===== config.mk =====
export PLATFORM = sky130hd
export DESIGN_NAME = sort_host_flat
export DESIGN_NICKNAME = d
export VERILOG_FILES = /design/src/rtl/sort_pkg.sv /design/src/rtl/sort_host_if.sv /design/src/rtl/sort_host.sv /design/src/flat_wrapper.sv
export SDC_FILE = /design/constraint.sdc
export NUM_CORES = 1
export LEC_CHECK = 0
export CORE_ASPECT_RATIO = 1.1
export CORE_UTILIZATION = 30
export DETAILED_ROUTE_END_ITERATION = 10
export GPL_TIMING_DRIVEN = 0
export RECOVER_POWER = 25
export SYNTH_ARGS = -nofsm -noshare
export SYNTH_HDL_FRONTEND = slang
export SYNTH_SLANG_ARGS = --single-unit

===== constraint.sdc =====
create_clock -name clk -period 2.45 [get_ports clk]
set_input_delay 0.245 -clock clk [delete_from_list [all_inputs] [get_ports clk]]
set_output_delay 0.245 -clock clk [all_outputs]
set_load 0.1 [all_outputs]

===== src/rtl/sort_pkg.sv =====
// Shared types for the sort host: controller state encoding and res_err bit positions.
package sort_pkg;

  typedef enum logic [2:0] {
    LOAD    = 3'd0,
    START   = 3'd1,
    WAIT    = 3'd2,
    COLLECT = 3'd3,
    DONE    = 3'd4
  } state_t;

  localparam int ERR_TIMEOUT = 0;
  localparam int ERR_SHORT   = 1;
  localparam int ERR_ORDER   = 2;
  localparam int ERR_W       = 3;

endpackage


===== src/rtl/sort_host_if.sv =====
// Sorter-facing job interface: start pulse and packed job out, serial sorted stream back.
interface sort_host_if #(
  parameter int DATA_N = 4,
  parameter int DATA_W = 4
);

  logic                       sort_start;
  logic [DATA_N*DATA_W-1:0]   sort_data;
  logic                       sort_out_vld;
  logic [DATA_W-1:0]          sort_out_data;

  modport master (
    output sort_start,
    output sort_data,
    input  sort_out_vld,
    input  sort_out_data
  );

  modport slave (
    input  sort_start,
    input  sort_data,
    output sort_out_vld,
    output sort_out_data
  );

endinterface


===== src/rtl/sort_host.sv =====
// Host controller for the bubble sorter: packs a serial job, pulses start,
// gathers the sorted stream and reports the result with error flags.
module sort_host
  import sort_pkg::*;
#(
  parameter int DATA_N      = 4,
  parameter int DATA_W      = 4,
  parameter int TIMEOUT_CYC = 64
) (
  input  logic                      clk,
  input  logic                      rst,
  input  logic                      in_vld,
  input  logic [DATA_W-1:0]         in_data,
  output logic                      in_rdy,
  sort_host_if.master               sif,
  output logic                      res_vld,
  output logic [DATA_N*DATA_W-1:0]  res_data,
  output logic [ERR_W-1:0]          res_err,
  output logic                      busy
);

  localparam int CNT_W = $clog2(DATA_N) + 1;
  localparam int TMO_W = $clog2(TIMEOUT_CYC);
  localparam int VEC_W = DATA_N * DATA_W;

  state_t              state_r;
  logic [CNT_W-1:0]    load_cnt_r;
  logic [CNT_W-1:0]    coll_cnt_r;
  logic [TMO_W-1:0]    tmo_cnt_r;
  logic [VEC_W-1:0]    sort_data_r;
  logic [VEC_W-1:0]    buf_r;
  logic [DATA_W-1:0]   prev_r;
  logic [ERR_W-1:0]    err_r;
  logic                in_rdy_r;
  logic                busy_r;
  logic                sort_start_r;
  logic                res_vld_r;
  logic [VEC_W-1:0]    res_data_r;
  logic [ERR_W-1:0]    res_err_r;

  logic [VEC_W-1:0]    buf_nxt_s;
  logic [ERR_W-1:0]    err_nxt_s;

  // Result buffer and error flags as they would look after this cycle's sorter sample.
  always_comb begin
    buf_nxt_s = buf_r;
    err_nxt_s = err_r;
    if (sif.sort_out_vld) begin
      buf_nxt_s[int'(coll_cnt_r)*DATA_W +: DATA_W] = sif.sort_out_data;
      if ((state_r == COLLECT) && (sif.sort_out_data < prev_r)) begin
        err_nxt_s[ERR_ORDER] = 1'b1;
      end else begin
        err_nxt_s[ERR_ORDER] = err_r[ERR_ORDER];
      end
    end else begin
      if (state_r == COLLECT) begin
        err_nxt_s[ERR_SHORT] = 1'b1;
      end else if (state_r == WAIT) begin
        err_nxt_s[ERR_TIMEOUT] = 1'b1;
      end else begin
        err_nxt_s = err_r;
      end
    end
  end

  // Controller FSM with all outputs registered alongside the state.
  always_ff @(posedge clk) begin
    if (rst) begin
      state_r      <= LOAD;
      load_cnt_r   <= '0;
      coll_cnt_r   <= '0;
      tmo_cnt_r    <= '0;
      sort_data_r  <= '0;
      buf_r        <= '0;
      prev_r       <= '0;
      err_r        <= '0;
      in_rdy_r     <= 1'b1;
      busy_r       <= 1'b0;
      sort_start_r <= 1'b0;
      res_vld_r    <= 1'b0;
      res_data_r   <= '0;
      res_err_r    <= '0;
    end else begin
      case (state_r)
        LOAD: begin
          if (in_vld) begin
            sort_data_r[int'(load_cnt_r)*DATA_W +: DATA_W] <= in_data;
            if (load_cnt_r == CNT_W'(DATA_N - 1)) begin
              load_cnt_r   <= '0;
              state_r      <= START;
              in_rdy_r     <= 1'b0;
              busy_r       <= 1'b1;
              sort_start_r <= 1'b1;
            end else begin
              load_cnt_r <= load_cnt_r + CNT_W'(1);
            end
          end
        end
        START: begin
          sort_start_r <= 1'b0;
          buf_r        <= '0;
          err_r        <= '0;
          coll_cnt_r   <= '0;
          tmo_cnt_r    <= '0;
          state_r      <= WAIT;
        end
        WAIT: begin
          tmo_cnt_r <= tmo_cnt_r + TMO_W'(1);
          if (sif.sort_out_vld) begin
            buf_r      <= buf_nxt_s;
            prev_r     <= sif.sort_out_data;
            coll_cnt_r <= CNT_W'(1);
            state_r    <= COLLECT;
          end else if (tmo_cnt_r == TMO_W'(TIMEOUT_CYC - 2)) begin
            // Leaving here makes res_vld land exactly TIMEOUT_CYC cycles after start.
            err_r      <= err_nxt_s;
            res_data_r <= buf_r;
            res_err_r  <= err_nxt_s;
            res_vld_r  <= 1'b1;
            state_r    <= DONE;
          end
        end
        COLLECT: begin
          if (sif.sort_out_vld) begin
            buf_r  <= buf_nxt_s;
            prev_r <= sif.sort_out_data;
            err_r  <= err_nxt_s;
            if (coll_cnt_r == CNT_W'(DATA_N - 1)) begin
              res_data_r <= buf_nxt_s;
              res_err_r  <= err_nxt_s;
              res_vld_r  <= 1'b1;
              state_r    <= DONE;
            end else begin
              coll_cnt_r <= coll_cnt_r + CNT_W'(1);
            end
          end else begin
            err_r      <= err_nxt_s;
            res_data_r <= buf_r;
            res_err_r  <= err_nxt_s;
            res_vld_r  <= 1'b1;
            state_r    <= DONE;
          end
        end
        DONE: begin
          res_vld_r  <= 1'b0;
          coll_cnt_r <= '0;
          in_rdy_r   <= 1'b1;
          busy_r     <= 1'b0;
          state_r    <= LOAD;
        end
        default: begin
          state_r      <= LOAD;
          load_cnt_r   <= '0;
          coll_cnt_r   <= '0;
          in_rdy_r     <= 1'b1;
          busy_r       <= 1'b0;
          sort_start_r <= 1'b0;
          res_vld_r    <= 1'b0;
        end
      endcase
    end
  end

  assign in_rdy         = in_rdy_r;
  assign busy           = busy_r;
  assign sif.sort_start = sort_start_r;
  assign sif.sort_data  = sort_data_r;
  assign res_vld        = res_vld_r;
  assign res_data       = res_data_r;
  assign res_err        = res_err_r;

endmodule


===== src/flat_wrapper.sv =====
// flat-port wrapper written by rule: the top's interface ports become plain ports
module sort_host_flat import sort_pkg::*;
#(
  parameter int DATA_N      = 4,
  parameter int DATA_W      = 4,
  parameter int TIMEOUT_CYC = 64
)
  (clk, rst, in_vld, in_data, in_rdy, res_vld, res_data, res_err, busy, sif_sort_start, sif_sort_data, sif_sort_out_vld, sif_sort_out_data);
  sort_host_if #(.DATA_N(DATA_N), .DATA_W(DATA_W)) sif_i ();
  input  logic clk;
  input  logic rst;
  input  logic in_vld;
  input  logic [DATA_W-1:0] in_data;
  output logic in_rdy;
  output logic res_vld;
  output logic [DATA_N*DATA_W-1:0] res_data;
  output logic [ERR_W-1:0] res_err;
  output logic busy;
  output wire logic [$bits(sif_i.sort_start)-1:0] sif_sort_start;
  output wire logic [$bits(sif_i.sort_data)-1:0] sif_sort_data;
  input wire logic [$bits(sif_i.sort_out_vld)-1:0] sif_sort_out_vld;
  input wire logic [$bits(sif_i.sort_out_data)-1:0] sif_sort_out_data;
  assign sif_sort_start = sif_i.sort_start;
  assign sif_sort_data = sif_i.sort_data;
  assign sif_i.sort_out_vld = sif_sort_out_vld;
  assign sif_i.sort_out_data = sif_sort_out_data;
  sort_host #(.DATA_N(DATA_N), .DATA_W(DATA_W), .TIMEOUT_CYC(TIMEOUT_CYC)) u_core (.clk(clk), .rst(rst), .in_vld(in_vld), .in_data(in_data), .in_rdy(in_rdy), .sif(sif_i), .res_vld(res_vld), .res_data(res_data), .res_err(res_err), .busy(busy));
endmodule

==> out/metrics.yaml, run 1 <==
r2r_slack_ps: 210
cpMostUsedCell: "ha_1"
post-route-period-util: 0.913
fin_nets: 501
endpoint_kind: "flip-flop"
synth_flop_cell: "dfxtp_1"
cp.depth: 7
routed_wl_um: 9610
fill_cells: 1197
fp.dieArea_mm2: 0.0130
hpwl_um: 6980
wl_per_cell_um: 15.1
critPathMaxFanout: 8
path_cells: "inv_1, ha_1, ha_1, nor4bb_2, nand3b_1, mux2i_1, a21oi_1"
finalSetupTns_ps: 0
synthDistinctLibCells: 51
ant_nets: 0
grt_pass1_vias: 3160
worstSkewPairLatency_ps: 340
gp_congestion: 0.794
required_ps: 2670
grt_pass1_wl_um: 16000
slew_headroom: 0.336
syn_avg_cell_area_um2: 9.01
synth_area_leader_cell: "dfxtp_1"
cts_hold_buf: 0
power_uw: 2760
worstPathBufferInverterCount: 1
post_cts_buffers: 0
max_freq_mhz: 447
setup_viol: 0
cpLargestDelayFamily: "simple AND/OR/NAND/NOR gates"
min_path_type: "input port to flip-flop"
cp-start-kind: "flip-flop"
max_stage_delay_ps: 500
fin_skew_ps: 6.48
wl_met1_um: 4410
synth_area_mm2: 0.00377
io_pins: 51
drive_gt1_frac: 0.0726
routed-wl-met3_um: 257
grt_max_degree: 14
cts_tree: "yes"
rsz0062_at_grt: "false"
htreeDepth: 3
r2r_end: "u_core.res_data[9]"
crit_start: "u_core.coll_cnt_r[0]"
portBuffers: 48
synth_edf_count: 0
reg2reg_depth: 7
track_usage: 0.160
path_class: "flip-flop to flip-flop"
worstPathArrival_ps: 2450
routed.top_layer: "met4"
via_per_inst: 4.98
drc: 0
vias: 3169
synth_commonest_cells: "dfxtp_1, mux2i_1, nor2_1"
cts_sinks: 77
fin_crit_ps: 2240
yosysWarnings: 0
syn_nets: 442
antenna_cells: 0
synthCells: 418
overflow: 0
p_leak_uw: 0.00191
ys_ff_latch: 77
cts_buffers: 9
cp-endpoint: "u_core.res_data[9]"
powerDensity_mw_per_mm2: 585
tightest_slew_ps: 993
seq_area_frac_synth: 0.409
cp_slowest_cell: "dfxtp_1"
die_y_um: 120
ir_worst_vdd_mv: 0.313
outcome: "finished, final reports clean"
cts.clk_slew.worst_paths_ps: 60
yosys.area.top_type_share: 0.409
cts-root-buf: "clkbuf_16"
cap_violations: 0
wl_met2_um: 4660
syn_to_final_growth_pct: 25.2
core_mm2: 0.0121
drtIter0Drc: 158
hold_viol: 0
post-synth-top-count-cell: "dfxtp_1"
ctsResizeCount: 0
r2r_start: "u_core.coll_cnt_r[0]"
first_pass_iters: 4
synth_area_leaders: "dfxtp_1, mux2i_1, a21oi_1"
antenna_found_initial: 0
rows: 42
start_util: 0.310
async_flop_share: 0
maxSlewViolCount: 0
die_w_um: 109
clock_path_buffers: 2
[cells by family after synthesis]
group | count (synthesis) | synth area share
AOI/OAI and AO/OA | 85 | 0.140
adders and majority gates | 12 | 0.0399
buffers and inverters | 44 | 0.0488
DFF | 77 | 0.409
muxes | 48 | 0.128
and+or+nand+nor | 152 | 0.234
[worst min path at each step]
stage               depth (start not counted)                  endpoint               startpoint
finish                                      3         u_core.state_r[0]         sif_sort_out_vld
global route                                3         u_core.state_r[0]         sif_sort_out_vld
CTS                                         3         u_core.state_r[0]         sif_sort_out_vld
detailed placement                          2          u_core.prev_r[0]         u_core.prev_r[0]
floorplan                                   2  u_core.sif.sort_data[10]               in_data[2]
global placement                            2   u_core.sif.sort_data[4]  u_core.sif.sort_data[4]
[metrics by stage]
| step | std cells | instance area [um2] | util | setup WS (ps) | hold slack, ps |
|---|---|---|---|---|---|
| final | 636 | 4720 | 0.389 | 214 | 277 |
| after global routing | 636 | 4720 | 0.389 | 41.4 | 296 |
| after CTS | 636 | 4730 | 0.389 | 185 | 267 |
| after detailed placement | 620 | 4440 | 0.366 | 210 | 449 |
| after global placement | 620 | 4440 | 0.366 | 214 | 445 |
| after floorplan | 418 | 3770 | - | 470 | 389 |
[state kept, by name (all words and copies together), names as in the netlist]
| register | flops |
|---|---|
| u_core.res_vld | 1 |
| u_core.sif.sort_data | 16 |
| u_core.res_data | 16 |
| u_core.tmo_cnt_r | 6 |
| u_core.state_r | 3 |
| u_core.err_r | 3 |
| u_core.in_rdy | 1 |
| u_core.load_cnt_r | 3 |
| u_core.coll_cnt_r | 3 |
| u_core.sif.sort_start | 1 |
| u_core.res_err | 3 |
| u_core.busy | 1 |
| u_core.prev_r | 4 |
| u_core.buf_r | 16 |
[layout by cell type, fill, tap and decap left out, types with 3 or more instances in the layout]
cell type,n
nand4_1,7
nand2_1,18
and2_1,5
o21ai_0,5
nor4_1,3
nand3_1,7
nand2b_1,10
nor3_1,8
dfxtp_1,77
a31oi_1,3
a211oi_1,3
clkdlybuf4s50_1,47
nand3b_1,8
clkbuf_1,20
a22oi_1,3
a21oi_1,37
mux2i_1,47
inv_1,13
nor3_2,3
o31ai_1,17
clkbuf_16,9
nor2b_1,21
buf_2,8
o22ai_1,3
ha_1,12
nor2_1,45
[power by group]
group / switching, uW / internal, uW / total (uW)
clock network: 534 / 741 / 1280
registers: 9.10 / 1260 / 1270
logic: 145 / 69.2 / 214
[final cells by class]
type	count	area (um2)	share of cell area
multi-input combinational	297	2040	0.433
sequential	77	1540	0.327
timing repair buffer	48	480	0.102
clock buffer	11	253	0.0536
tap	154	193	0.0408
buffer	29	119	0.0252
inverter	15	56.3	0.0119
clock inverter	5	33.8	0.00716
[worst reg2reg max path, delay by kind of cell (launching register included)]
kind | cells | cell delay (ps)
AOI/OAI and AO/OA | 1 | 90
adders and majority gates | 2 | 550
buffers and inverters | 1 | 110
DFF | 1 | 500
muxes | 1 | 240
and+or+nand+nor | 2 | 630
[per-layer routing]
layer / GRT usage / vias to the layer above
li1: - / 1604
met1: 0.200 / 1501
met2: 0.258 / 47
met3: 0.0375 / 17
met4: 0.0709 / 0
met5: 0 / -
No activity file was read; power rests on OpenSTA's default activity.
==> run 2: changes to the inputs <==
--- a/config.mk
+++ b/config.mk
@@ -6,7 +6,7 @@
 export NUM_CORES = 1
 export LEC_CHECK = 0
 export CORE_ASPECT_RATIO = 1.1
-export CORE_UTILIZATION = 30
+export CORE_UTILIZATION = 40
 export DETAILED_ROUTE_END_ITERATION = 10
 export GPL_TIMING_DRIVEN = 0
 export RECOVER_POWER = 25
==> out/metrics.yaml, run 2 (synthesis gave the netlist of run 1 again) <==
post-route-period-util: 0.903  # -0.00956
cts.clk_slew.worst_paths_ps: 80  # +20 ps
slew_headroom: 0.335  # -0.00163
p_leak_uw: 0.00188  # -1.8%
worstPathArrival_ps: 2480  # +30 ps
critPathMaxFanout: 8  # unchanged
core_mm2: 0.00901  # -26%
path_class: "flip-flop to flip-flop"
drive_gt1_frac: 0.0705  # -0.00207
cp_slowest_cell: "dfxtp_1"
setup_viol: 0  # unchanged
max_stage_delay_ps: 480  # -20 ps
gp_congestion: 0.804  # +1.3%
routed_wl_um: 9150  # -4.8%
worstPathBufferInverterCount: 1  # unchanged
cts_buffers: 9  # unchanged
rsz0062_at_grt: "false"
start_util: 0.418  # +0.108
portBuffers: 48  # unchanged
required_ps: 2720  # +50 ps
placedCellCount: 580  # -6.5%
reg2reg_depth: 7  # unchanged
dpl_cell_area_mm2: 0.00439  # -1.1%
die_y_um: 104  # -13%
endpoint_kind: "flip-flop"
final_util: 0.509  # +0.121
fill_cells: 861  # -28%
vias: 3172  # +0.095%
cp.depth: 7  # unchanged
drc: 0  # unchanged
via_per_inst: 5.32  # +6.8%
pre_cts_slack_ps: 161  # -48.3 ps
fin_skew_ps: 12.3  # +5.80 ps
timing.final.ws_setup_ps: 238  # +23.4 ps
htreeDepth: 3  # unchanged
grt_max_degree: 14  # unchanged
drtIter0Drc: 113  # -28%
worstSkewPairLatency_ps: 350  # about the same
layout_commonest_cell: "dfxtp_1"
finalSetupTns_ps: 0  # unchanged
rows: 36  # -14%
design_area_mm2: 0.00459  # -2.7%
cts_tree: "yes"
cpMostUsedCell: "ha_1"
grt_pass1_wl_um: 15400  # -4.1%
cts-root-buf: "clkbuf_8"
path_cells: "inv_1, ha_1, ha_1, nor4bb_1, nand3b_1, mux2i_1, a21oi_1"
outcome: "finished, final reports clean"
cpLargestDelayFamily: "simple AND/OR/NAND/NOR gates"
track_usage: 0.198  # +0.0385
powerDensity_mw_per_mm2: 540  # -7.8%
max_freq_mhz: 452  # +1.1%
final_cell_count_no_fill: 596  # -6.3%
wl_per_cell_um: 15.3  # +1.6%
cts_sinks: 77  # unchanged
fp.dieArea_mm2: 0.00981  # -25%
fin_nets: 501  # unchanged
antenna_cells: 0  # unchanged
clock_path_buffers: 2  # unchanged
fin_crit_ps: 2210  # -23.4 ps
cap_violations: 0  # unchanged
mostFrequentLayoutCells: "dfxtp_1, mux2i_1, clkdlybuf4s50_1"
grt_pass1_vias: 3149  # -0.35%
hpwl_um: 6460  # -7.5%
antenna_found_initial: 0  # unchanged
ant_nets: 0  # unchanged
cp-start-kind: "flip-flop"
tightest_slew_ps: 995  # +2.44 ps
min_path_type: "input port to flip-flop"
first_pass_iters: 4  # unchanged
syn_to_final_growth_pct: 21.8
ir_worst_vdd_mv: 0.327  # +4.4%
hold_viol: 0  # unchanged
maxSlewViolCount: 0  # unchanged
overflow: 0  # unchanged
die_w_um: 94.5  # -13%
min_path_cells: 3  # unchanged
io_pins: 51  # unchanged
[run 2: changes by cell type in the layout (fill, tap and decap cells not counted), sizes merged]
cell / previous run / this run
bufinv: 0 / 1
clkdlybuf4s50: 47 / 46
clkinv: 2 / 3
clkinvlp: 2 / 1
dlygate4sd3: 1 / 2
inv: 16 / 15
[run 2: area by class of cell]
type                       count  area, um2  area share
multi-input combinational    297       2050       0.446
sequential                    77       1540       0.336
timing repair buffer          48        480       0.105
tap                          114        143      0.0311
clock buffer                  11        141      0.0308
buffer                        29        119      0.0259
clock inverter                 5       60.1      0.0131
inverter                      15       56.3      0.0123
[run 2: tightest hold or removal path, delay by kind of cell]
kind	cells	cell delay (ps)
buffers and inverters	1	170
and+or+nand+nor	1	100
AOI/OAI and AO/OA	1	70
[run 2: path summary, 6_finish.rpt]
path,slack [ps],to,startpoint
worst max-delay path,240,u_core.res_data[8],u_core.coll_cnt_r[0]
worst min register to register,460,u_core.sif.sort_data[4],u_core.sif.sort_data[4]
worst max register to register,240,u_core.res_data[8],u_core.coll_cnt_r[0]
worst min-delay path,300,u_core.state_r[0],sif_sort_out_vld
[run 2: stage by stage]
| step | hold WS (ps) | total power [uW] |
|---|---|---|
| detailed placement | 449 | 1520 |
| global route | 310 | 2570 |
| CTS | 289 | 2500 |
| global placement | 443 | 1510 |
| floorplan | 389 | 1450 |
| finish | 305 | 2480 |
[run 2: repair_timing]
| action | 4_1_cts | 5_1_grt |
|---|---|---|
| hold buffers | 0 | 0 |
| endpoints found under the setup margin | 0 | 5 |
| resized for setup | 0 | 1 |
| setup buffers | 0 | 0 |
[run 2: power by group]
group | switching, uW | internal (uW)
logic | 145 | 71.4
clock network | 489 | 501
registers | 9.13 | 1260
[run 2: routing by layer]
layer / wire length (um) / track usage / vias to the layer above / part of all wire
met2: 4510 / 0.327 / 56 / 0.49
li1: - / - / 1596 / -
met4: 130 / 0.0703 / 0 / 0.014
met1: 4200 / 0.255 / 1508 / 0.46
met5: 0 / 0 / - / 0
met3: 306 / 0.0382 / 12 / 0.033
==> run 3: changes to the inputs <==
--- a/config.mk
+++ b/config.mk
@@ -10,6 +10,8 @@
 export DETAILED_ROUTE_END_ITERATION = 10
 export GPL_TIMING_DRIVEN = 0
 export RECOVER_POWER = 25
+export REMOVE_ABC_BUFFERS = 1
+export SLEW_MARGIN = 0
 export SYNTH_ARGS = -nofsm -noshare
 export SYNTH_HDL_FRONTEND = slang
 export SYNTH_SLANG_ARGS = --single-unit
==> out/metrics.yaml, run 3 (synthesis gave the netlist of run 1 again) <==
outcome: "finished, final reports clean"
mostFrequentLayoutCells: "dfxtp_1, mux2i_1, nor2_1, clkdlybuf4s50_1, a21oi_1"
cts_hold_buf: 0  # unchanged
hold_viol: 0  # unchanged
cpLargestDelayFamily: "simple AND/OR/NAND/NOR gates"
path_cells: "inv_1, ha_1, ha_1, nor4bb_2, nand3b_1, mux2i_1, a21oi_1"
gp_congestion: 0.762  # -5.3%
dpl_cell_area_mm2: 0.00430  # -2.1%
drtIter0Drc: 121  # +7.1%
critPathMaxFanout: 8  # unchanged
grt_pass1_wl_um: 14700  # -4.2%
antenna_cells: 0  # unchanged
worstSkewPairLatency_ps: 350  # about the same
p_comb_frac: 0.090  # +0.003
p_sw_frac: 0.272  # +0.0124
track_usage: 0.189  # -0.00885
cts_buffers: 9  # unchanged
fin_crit_ps: 2290  # +75.7 ps
timing.final.ws_setup_ps: 162  # -75.7 ps
portBuffers: 50  # +4.2%
drc: 0  # unchanged
antenna_found_initial: 0  # unchanged
cts.clk_slew.worst_paths_ps: 80  # about the same
min_path_cells: 2  # -1
drive_gt1_frac: 0.0658  # -0.00475
busiest_layer: "met2"
pre_cts_slack_ps: -316  # -478 ps
cts_tree: "yes"
vias: 3075  # -3.1%
worstPathArrival_ps: 2500  # +20 ps
clock_path_buffers: 2  # unchanged
io_pins: 51  # unchanged
max_freq_mhz: 437  # -3.3%
r2r_slack_ps: 160  # -80 ps
htreeDepth: 3  # unchanged
internal-power_uw: 1690  # -7.7%
wl_per_cell_um: 15.3  # -0.34%
required_ps: 2670  # -50 ps
start_util: 0.418  # unchanged
fin_nets: 476  # -5.0%
overflow: 0  # unchanged
hpwl_um: 5590  # -13%
grt_max_degree: 40  # +26
final_util: 0.499  # -0.0101
routed_wl_um: 8720  # -4.7%
first_pass_iters: 4  # unchanged
fill_cells: 871  # +1.2%
fin_skew_ps: 6.92  # -5.35 ps
r2r_start: "u_core.coll_cnt_r[0]"
min_path_type: "input port to flip-flop"
ir_worst_vdd_mv: 0.318  # -2.5%
cts_sinks: 77  # unchanged
cts-root-buf: "clkbuf_8"
via_per_inst: 5.39  # +1.4%
hold_end: "u_core.buf_r[12]"
cp-start-kind: "flip-flop"
reg2reg_depth: 7  # unchanged
grt_pass1_vias: 2942  # -6.6%
p_switching_uw: 633  # -1.7%
syn_to_final_growth_pct: 19.4
path_class: "flip-flop to flip-flop"
cap_violations: 0  # unchanged
powerDensity_mw_per_mm2: 517  # -4.2%
layout_commonest_cell: "dfxtp_1"
grtUsageMet2: 0.305  # -0.0217
use_met1: 0.251  # -0.00342
endpoint_kind: "flip-flop"
design_area_mm2: 0.00450  # -2.0%
hp-start: "rst"
fp.dieArea_mm2: 0.00981  # unchanged
cp_slowest_cell: "dfxtp_1"
power_uw: 2330  # -6.1%
slew_headroom: 0.341  # +0.00593
rows: 36  # unchanged
setup_viol: 0  # unchanged
maxSlewViolCount: 0  # unchanged
holdWs_ps: 314  # +8.53 ps
cpMostUsedCell: "ha_1"
p_seq_frac: 0.547  # +0.034
r2r_end: "u_core.res_data[11]"
p_leak_uw: 0.00184  # -2.2%
core_mm2: 0.00901  # unchanged
die_w_um: 94.5  # unchanged
max_stage_delay_ps: 510  # +30 ps
ant_nets: 0  # unchanged
tightest_slew_ps: 986  # -8.87 ps
die_y_um: 104  # unchanged
post-route-period-util: 0.934  # +0.0309
grt_util_met3: 0.0374  # -0.000734
power.share.clock: 0.364  # -0.036
worstPathBufferInverterCount: 1  # unchanged
==> run 3: changes by cell type in the layout (fill, tap and decap cells not counted), moves of 2 or more <==
| cell | change |
|---|---|
| clkbuf_1 | -21 |
| buf_2 | -7 |
| buf_12 | +2 |
| clkinvlp_4 | +2 |
| dfxtp_1 | -2 |
| dfxtp_2 | +2 |
| dlygate4sd3_1 | +2 |
| inv_1 | +2 |
| inv_2 | -2 |
==> run 3: stage by stage <==
stage / std cells / setup TNS, ps
detailed placement: 554 / -7430
global route: 570 / -1.66
CTS: 569 / 0
global placement: 553 / -37130
floorplan: 389 / 0
finish: 570 / 0
==> run 3: worst max-delay path by stage <==
| stage | from | end | cells past startpoint |
|---|---|---|---|
| final | u_core.coll_cnt_r[0] | u_core.res_data[11] | 7 |
| after global routing | u_core.coll_cnt_r[0] | u_core.res_data[11] | 7 |
| after CTS | u_core.state_r[2] | u_core.res_data[14] | 4 |
| after detailed placement | sif_sort_out_vld | u_core.res_data[14] | 5 |
| after global placement | rst | u_core.coll_cnt_r[1] | 4 |
| after floorplan | u_core.coll_cnt_r[0] | u_core.res_data[0] | 7 |
==> run 3: power groups by stage <==
stage | combinational [uW] | clock, uW | sequential [uW]
4_1_cts | 210 | 872 | 1270
3_5_place_dp | 209 | 0 | 1300
5_1_grt | 225 | 934 | 1270
2_1_floorplan | 85.0 | 0 | 1340
3_3_place_gp | 204 | 0 | 1300
6_report | 209 | 845 | 1270
==> run 3: worst register-to-register path, cell delays in order, from the launching register on <==
cell and delay (ps):
dfxtp_1 510, inv_1 120, ha_1 220, ha_1 330
nor4bb_2 360, nand3b_1 290, mux2i_1 230, a21oi_1 90
==> run 3: what timing repair did <==
item                       CTS  global route
resized for setup            3             5
setup endpoints to repair   36            24
pin swaps                    0             0
setup buffers                0             1
==> run 3: layer usage <==
layer	up-vias	part of all wire
met4	0	0.014
li1	1557	-
met3	8	0.028
met5	-	0
met2	49	0.47
met1	1461	0.49
==> run 3: cell type report <==
| type | count | area, um2 | share of cell area |
|---|---|---|---|
| inverter | 15 | 56.3 | 0.0125 |
| clock buffer | 9 | 124 | 0.0275 |
| multi-input combinational | 297 | 2050 | 0.457 |
| sequential | 77 | 1540 | 0.343 |
| tap | 114 | 143 | 0.0317 |
| timing repair buffer | 52 | 536 | 0.119 |
| clock inverter | 6 | 41.3 | 0.00918 |
